### src/rtl/i2c_stretch_ctrl_pkg.sv
// rtl/i2c_stretch_ctrl_pkg.sv - shared types and constants for the I2C SCL stretch controller
package i2c_pkg;

  typedef enum logic [1:0] {
    IDLE  = 2'd0,
    ARMED = 2'd1,
    HOLD  = 2'd2,
    TMO   = 2'd3
  } i2c_stretch_state_t;

  localparam logic SCL_IDLE = 1'b1;

  // Ceiling log2 for tools without a usable $clog2 in parameter context.
  function automatic int clog2(input int value);
    int result;
    int v;
    result = 0;
    v = value - 1;
    while (v > 0) begin
      result = result + 1;
      v = v >> 1;
    end
    return result;
  endfunction

endpackage

### src/rtl/i2c_stretch_ctrl_scl_sync.sv
// rtl/i2c_stretch_ctrl_scl_sync.sv - N-flop synchroniser with a selectable reset value
module i2c_scl_sync #(
  parameter int STAGES = 2
) (
  input  logic clk,
  input  logic reset,
  input  logic rst_val,
  input  logic d,
  output logic q
);

  logic [STAGES-1:0] sync_ff;

  always_ff @(posedge clk) begin
    if (reset) begin
      sync_ff <= {STAGES{rst_val}};
    end else begin
      sync_ff <= {sync_ff[STAGES-2:0], d};
    end
  end

  assign q = sync_ff[STAGES-1];

endmodule

### src/rtl/i2c_stretch_ctrl.sv
// rtl/i2c_stretch_ctrl.sv - multi-channel SCL clock-stretch controller with bounded stretch
module i2c_stretch_ctrl
  import i2c_pkg::*;
#(
  parameter int N_CH        = 4,
  parameter int SYNC_STAGES = 2,
  parameter int TIMEOUT_CYC = 4096,
  parameter int CNT_W       = $clog2(TIMEOUT_CYC + 1)
) (
  input  logic            clk,
  input  logic            reset,
  input  logic            en,
  input  logic            scl_in,
  input  logic [N_CH-1:0] pe,
  input  logic [N_CH-1:0] rbit,
  output logic            stretch_o,
  output logic [N_CH-1:0] pending_o,
  output logic            timeout_o,
  output logic            busy_o
);

  // A zero-width counter is not legal, so a disabled timeout still keeps one bit.
  localparam int             CW       = (CNT_W < 1) ? 1 : CNT_W;
  localparam logic           TMO_EN   = (TIMEOUT_CYC != 0);
  localparam logic [CW-1:0]  CNT_LAST = TMO_EN ? CW'(TIMEOUT_CYC - 1) : '0;
  localparam logic [CW-1:0]  CNT_MAX  = '1;

  i2c_stretch_state_t state, state_next;
  logic [N_CH-1:0]    pending;
  logic [CW-1:0]      cnt;
  logic               tmo_first;
  logic               any_pend;
  logic               scl_s;

  i2c_scl_sync #(
    .STAGES (SYNC_STAGES)
  ) u_scl_sync (
    .clk     (clk),
    .reset   (reset),
    .rst_val (SCL_IDLE),
    .d       (scl_in),
    .q       (scl_s)
  );

  // Set strobe takes priority over release on the same channel.
  always_ff @(posedge clk) begin
    if (reset) begin
      pending <= '0;
    end else begin
      pending <= (pending & ~rbit) | pe;
    end
  end

  assign any_pend = |pending;

  always_ff @(posedge clk) begin
    if (reset) begin
      state <= IDLE;
    end else begin
      state <= state_next;
    end
  end

  // HOLD is only reachable from ARMED with SCL already low, so our own drive
  // holding scl_s at 0 can never re-enter a stretch by itself.
  always_comb begin
    state_next = state;
    if (!en) begin
      state_next = IDLE;
    end else begin
      case (state)
        IDLE: begin
          if (any_pend) state_next = ARMED;
        end
        ARMED: begin
          if (!any_pend)   state_next = IDLE;
          else if (!scl_s) state_next = HOLD;
        end
        HOLD: begin
          if (!any_pend)                     state_next = IDLE;
          else if (TMO_EN && cnt == CNT_LAST) state_next = TMO;
        end
        TMO: begin
          if (scl_s) state_next = any_pend ? ARMED : IDLE;
        end
        default: state_next = IDLE;
      endcase
    end
  end

  always_ff @(posedge clk) begin
    if (reset) begin
      cnt       <= '0;
      tmo_first <= 1'b0;
    end else begin
      if (state == HOLD && state_next == HOLD) begin
        if (cnt != CNT_MAX) cnt <= cnt + 1'b1;
      end else begin
        cnt <= '0;
      end
      tmo_first <= (state_next == TMO) && (state != TMO);
    end
  end

  always_comb begin
    stretch_o = (state == HOLD);
    busy_o    = (state != IDLE);
    timeout_o = (state == TMO) && tmo_first;
    pending_o = pending;
  end

endmodule

### config.mk
export PLATFORM = sky130hd
export DESIGN_NAME = i2c_stretch_ctrl
export DESIGN_NICKNAME = d
export VERILOG_FILES = /design/src/rtl/i2c_stretch_ctrl_pkg.sv /design/src/rtl/i2c_stretch_ctrl_scl_sync.sv /design/src/rtl/i2c_stretch_ctrl.sv
export SDC_FILE = /design/constraint.sdc
export NUM_CORES = 1
export LEC_CHECK = 0
export CAP_MARGIN = 20
export CORE_AREA = 2 2 55 42
export CTS_BUF_LIST = sky130_fd_sc_hd__clkbuf_8
export DETAILED_ROUTE_END_ITERATION = 6
export DIE_AREA = 0 0 57 44
export GPL_ROUTABILITY_DRIVEN = 0
export PLACE_DENSITY = 0.77
export SETUP_SLACK_MARGIN = 0.2
export SYNTH_ARGS = -nofsm -noshare
export SYNTH_HDL_FRONTEND = slang
export SYNTH_SLANG_ARGS = --single-unit
### constraint.sdc
create_clock -name clk -period 1.7 [get_ports clk]
set_input_delay 0.51 -clock clk [delete_from_list [all_inputs] [get_ports clk]]
set_output_delay 0.51 -clock clk [all_outputs]
set_load 0.05 [all_outputs]
# Word-level counts from Yosys, hierarchy flattened
# Index checks and enable logic that the tools add are counted.
[word_totals]
input_bits = 12
register_bits = 22
elab_cells = 34
out_inout_bits = 7
[classes]
n_eq_ne = 8
bitwise = 4
mux = 9
addsub = 1
reduce_logical = 7
[ops]
columns = ["cell", "n"]
rows = [
  ["2-to-1 mux 2 bit", 7],
  ["adder 13 x 1 -> 13 bit, second input constant", 1],
  ["equality test 13 x 12 -> 1 bit, second input constant", 1],
  ["inequality test 13 bit, second input constant", 1],
  ["equality test 2 bit, second input constant", 4],
  ["one-hot mux 2 bit (4 select lines)", 1],
  ["bitwise AND 4 bit", 1],
  ["NOT 4 bit", 1],
  ["OR 4 bit", 1],
  ["OR reduction 4 bit", 1],
  ["logical AND 1 bit", 3],
  ["equality test 2 x 1 -> 1 bit, second input constant", 1],
  ["logical NOT 2 bit", 1],
  ["inequality test 2 bit, second input constant", 1],
  ["nonzero test 2 bit", 1],
  ["OR reduction 2 bit", 1],
  ["2-to-1 mux 1 bit", 1],
  ["NOT 1 bit", 1],
]

# Longest topological paths before layout
[depth]
word_depth = 9
depth_mapped = 6
depth_no_buf = 5

# Cells and area by module
# Synthesis repeated with hierarchy kept, for this count alone.
[unflattened]
cells_unflattened = 114
hier_area_um2 = 1022.2
[modules_own_cells]
columns = ["mod", "seq_area_each_um2", "n_inst", "cells_each", "area_per_inst_um2"]
rows = [
  ["i2c_stretch_ctrl", 400.4, 1, 110, 959.7],
  ["i2c_scl_sync", 40.0, 1, 4, 62.6],
]

# Worst setup path before layout
# OpenSTA, ideal clock, no wires.
[synth_path]
kind = "reg-to-reg"
start = "register pending[1] (netlist: pending_o[1])"
end = "register cnt[6]"
path_buffers = 1
period_less_slack_ns = 1.579
setup_slack_ns = 0.121
arrival_time_ns = 1.457
stages_incl_launch_ff = 6
setup_time_ns = 0.122
required_ns = 1.578
cell_sequence = "dfxtp_1 > nor4_2 > nor3_1 > nand2_1 > buf_2 > nor3_1"
[synth_between]
elab_chain_len = 9
word_cells_on_any_way = 12
cone_classes = "eq/ne (1); mux (7); bitwise (1); reduce/logical (3)"
[synth_rtl]
columns = ["item", "line_no", "source"]
rows = [
  ["from (decl)", "i2c_stretch_ctrl.sv:29", "logic [N_CH-1:0] pending;"],
  ["from (signal assigned)", "i2c_stretch_ctrl.sv:50", "pending <= (pending & ~rbit) | pe;"],
  ["OR reduction 4 bit (*)", "i2c_stretch_ctrl.sv:54", "assign any_pend = |pending;"],
  ["2-to-1 mux 1 bit", "i2c_stretch_ctrl.sv:84", "if (scl_s) state_next = any_pend ? ARMED : IDLE;"],
  ["2-to-1 mux 2 bit", "i2c_stretch_ctrl.sv:84", ""],
  ["one-hot mux 2 bit (4 select lines) (*)", "i2c_stretch_ctrl.sv:71", "case (state)"],
  ["2-to-1 mux 2 bit (*)", "i2c_stretch_ctrl.sv:68", "if (!en) begin"],
  ["equality test 2 bit (*)", "i2c_stretch_ctrl.sv:96", "if (state == HOLD && state_next == HOLD) begin"],
  ["logical AND 1 bit (*)", "i2c_stretch_ctrl.sv:96", ""],
  ["NOT 1 bit (no line) (*)", "-", ""],
  ["OR reduction 2 bit (no line) (*)", "-", ""],
  ["to (signal assigned)", "i2c_stretch_ctrl.sv:97", "if (cnt != CNT_MAX) cnt <= cnt + 1'b1;"],
  ["to (decl)", "i2c_stretch_ctrl.sv:30", "logic [CW-1:0] cnt;"],
]
# Every way passes the cells marked *; elsewhere a longest branch is shown, timed or not.
# A chain may end at the register's enable or synchronous reset.

# Worst setup path in the final report
[layout_path]
start = "register state[1]"
end = "output busy_o"
[layout_between]
elab_chain_len = 1
[layout_rtl]
columns = ["item", "line_no", "source"]
rows = [
  ["from (decl)", "i2c_stretch_ctrl.sv:28", "i2c_stretch_state_t state, state_next;"],
  ["from (signal assigned)", "i2c_stretch_ctrl.sv:60", "state <= state_next;"],
  ["nonzero test 2 bit", "i2c_stretch_ctrl.sv:107", "busy_o = (state != IDLE);"],
  ["to (decl)", "i2c_stretch_ctrl.sv:19", "output logic busy_o"],
]
# No other way between the ends.

==> impl_metrics.yaml <==
status:
  status: "finished clean"
place:
  placed_area_mm2: 0.001301
  dp_slack_ns: -0.1120
  hpwl_um: 1836
  placed_cells: 161
  portBuffers: 18
die:
  die_area_mm2: 0.002508
  initial_utilization_pct: 48.93
  fp.dieH_um: 44
  num_rows: 14
  core_mm2: 0.001997
  ios: 19
  die_x_um: 57
sta:
  rsz0062_at_grt: "yes"
  fmax_mhz: 651.8
  min_period_ns: 1.534
  slew_viol_final: 0
  hold_viol_final: 0
  skew_ns: 0.007558
  setup_ws_ns: 0.1658
  relSlewSlack_pct: 78.11
  post-route-period-util_pct: 90.25
  setup_viol: 0
  tightest_slew_ns: 0.3254
global_route:
  grt_pass1_vias: 980
  grt_pass1_wl_um: 4050
  antenna_found_initial: 0
  grt-ovfl-total: 0
  grt_use_total_pct: 21.60
  grt_max_degree: 13
run:
  maxCapViolations: 0
clock_network:
  h-tree-depth: 1
  clkSinkCount: 22
  clk_path_buf_depth: 2
  cts_tree: "yes"
  ctsHoldBuffers: 0
  root_buffer: "clkbuf_8"
  path_clk_slew_ns: 0.08
  insertion_delay_ns: 0.27
  cts_inserted_buffers: 3
finish:
  layout-area-overhead-vs-synth_pct: 57.11
  seqCellArea_um2: 464.2
  nets: 160
  fillers: 129
  multiInputGateArea_um2: 608.1
  diodes: 0
  drive_gt1_share_pct: 41.10
  stdcell_area_mm2: 0.001535
  stdcell_count: 170
logic_synthesis:
  ys_warn_count: 0
  ys_ff_latch: 22
  yosysSeqAreaShare_pct: 45.07
  avgSynthCellArea_um2: 8.648
  mappedNetlistArea_um2: 977.2
  synth_nets: 126
  yosysUniqueCellTypes: 32
  synth_cells: 113
power_and_ir_drop:
  p_sw_share_pct: 23.31
  seqPwrFrac_pct: 51.4
  leakagePower_uw: 0.0005682
  clkPwrFrac_pct: 36.2
  power.internal_uw: 796.8
  irDropWorstVdd_v: 0.0007096
  totalPowerFinal_uw: 1039
  p_switching_uw: 242.3
  powerDensity_mw_per_mm2: 676.8
  p_comb_share_pct: 12.4
drt:
  top_layer: "met4"
  post_drt_wl_per_cell_um: 15.62
  ant_nets: 0
  drt_wl_total_um: 2655
  met1_length_um: 1123
  dr_wl_met2_um: 1311
  vias: 1009
  drc: 0
  drtIter0Drc: 46
  drt_first_pass_iters: 4
  vias_per_cell: 5.935
  wl_met3_um: 119
setup_path:
  worstPathCellList: "or2_4 -> buf_8"
  slowest_stage: "dfxtp_4"
  path_buf_inv: 1
  worst_setup_path_end_kind: "output port"
  crit_arrival_ns: 1.02
  worst_setup_path_start_kind: "flop"
  cp_max_fo: 4
  crit_path_max_incr_delay_ns: 0.36
  critPathRequiredTime_ns: 1.19
  critPathKind: "reg2out"
  path_delay_family: "flip-flops"
worst_hold_path:
  hold_class: "reg2reg"
## path summary, 6_finish.rpt
path                            slack [ns]                     to                   from  depth (start not counted)
worst max-delay path                  0.17                 busy_o               state[1]                          2
worst min-delay path                  0.41  u_scl_sync.sync_ff[1]  u_scl_sync.sync_ff[0]                          1
worst max register to register        0.24                cnt[11]                 cnt[5]                          4
worst min register to register        0.41  u_scl_sync.sync_ff[1]  u_scl_sync.sync_ff[0]                          1
## flip-flops by register name, indices dropped and copies added (netlist names)
register and cells:
pending_o 4, u_scl_sync.sync_ff 2, tmo_first 1, cnt 13, state 2
## per-layer routing
layer,track usage [%],up-vias
met4,12.56,0
li1,-,483
met3,6.567,12
met2,36.55,31
met5,0,-
met1,24.40,483
## synth_stat cells
| cell type | n | share of area, % |
|---|---|---|
| or2_2 | 3 | 1.9 |
| a211oi_1 | 4 | 3.1 |
| or4_4 | 1 | 1.2 |
| nand2_1 | 6 | 2.3 |
| a31oi_1 | 2 | 1.3 |
| and3_1 | 4 | 2.6 |
| buf_4 | 1 | 0.77 |
| and4_2 | 1 | 1.0 |
| or3_1 | 1 | 0.64 |
| a21oi_2 | 1 | 0.90 |
| nand2b_1 | 3 | 1.9 |
| and4_1 | 1 | 0.90 |
| a21oi_1 | 10 | 5.1 |
| nand2_4 | 1 | 1.2 |
| nor3_1 | 5 | 2.6 |
| nand4_1 | 4 | 2.6 |
| inv_1 | 7 | 2.7 |
| a311oi_1 | 1 | 0.90 |
| buf_2 | 1 | 0.51 |
| a41oi_1 | 1 | 0.90 |
| nor4_2 | 1 | 1.3 |
| ha_1 | 1 | 1.3 |
| o31ai_1 | 2 | 1.5 |
| nand3_1 | 4 | 2.0 |
| o21ai_0 | 3 | 1.5 |
| and4_4 | 1 | 1.2 |
| nor4_1 | 4 | 2.6 |
| xnor2_1 | 2 | 1.8 |
| o21a_1 | 1 | 0.77 |
| dfxtp_1 | 22 | 45 |
| nor2_1 | 12 | 4.6 |
| or3_2 | 2 | 1.5 |
## power by group through the flow
stage	registers (µW)	clock network (µW)	logic, µW
2_1_floorplan	568	0	30.8
3_3_place_gp	551	0	115
3_5_place_dp	552	0	119
4_1_cts	539	381	126
5_1_grt	535	395	136
6_report	534	376	129
## cells by family (layout without fill, tap and decap cells)
group	count (synthesis)	count (layout)	share of synthesized area, %
buffers and inverters	9	42	3.970
DFF	22	22	45.07
xor gates and xnor gates	2	2	1.793
and+or+nand+nor	54	54	31.88
AOI/OAI and AO/OA	25	25	16.01
adders and majority gates	1	1	1.280
## per-stage QoR
step | utilization, % | hold WS [ns] | setup TNS [ns]
after floorplan | - | 0.3895 | 0
after global placement | 65.16 | 0.3966 | -0.3571
after detailed placement | 65.16 | 0.3936 | -0.7379
after CTS | 72.62 | 0.4114 | 0
after global routing | 76.88 | 0.4364 | 0
final | 76.88 | 0.4145 | 0
## area by class of cell
cell class,instances,share of cell area [%]
tap,24,1.956
clock buffer,4,3.586
inverter,7,1.711
sequential,22,30.24
timing repair buffer,31,22.90
multi-input combinational,82,39.61
## cells in the final DEF, fill, tap and decap left out, types with 3 or more instances in the layout
master,netlist,layout
dfxtp_4,0,5
clkbuf_8,0,4
inv_1,7,6
nor2_1,12,12
buf_12,0,6
nor3_1,5,3
a21oi_1,10,7
nand4_1,4,4
a211oi_1,4,4
nand3_1,4,3
dfxtp_1,22,13
a21oi_2,1,4
o21ai_0,3,3
nand2_1,6,5
clkdlybuf4s50_1,0,9
buf_4,1,12
dfxtp_2,0,4
## timing repair
action                                  in CTS  in global routing
endpoints found under the setup margin      13                 13
gates resized for setup                     20                 22
pin swaps                                    0                  5
buffers inserted                             3                  2
Power figures use the tool's default switching activity.
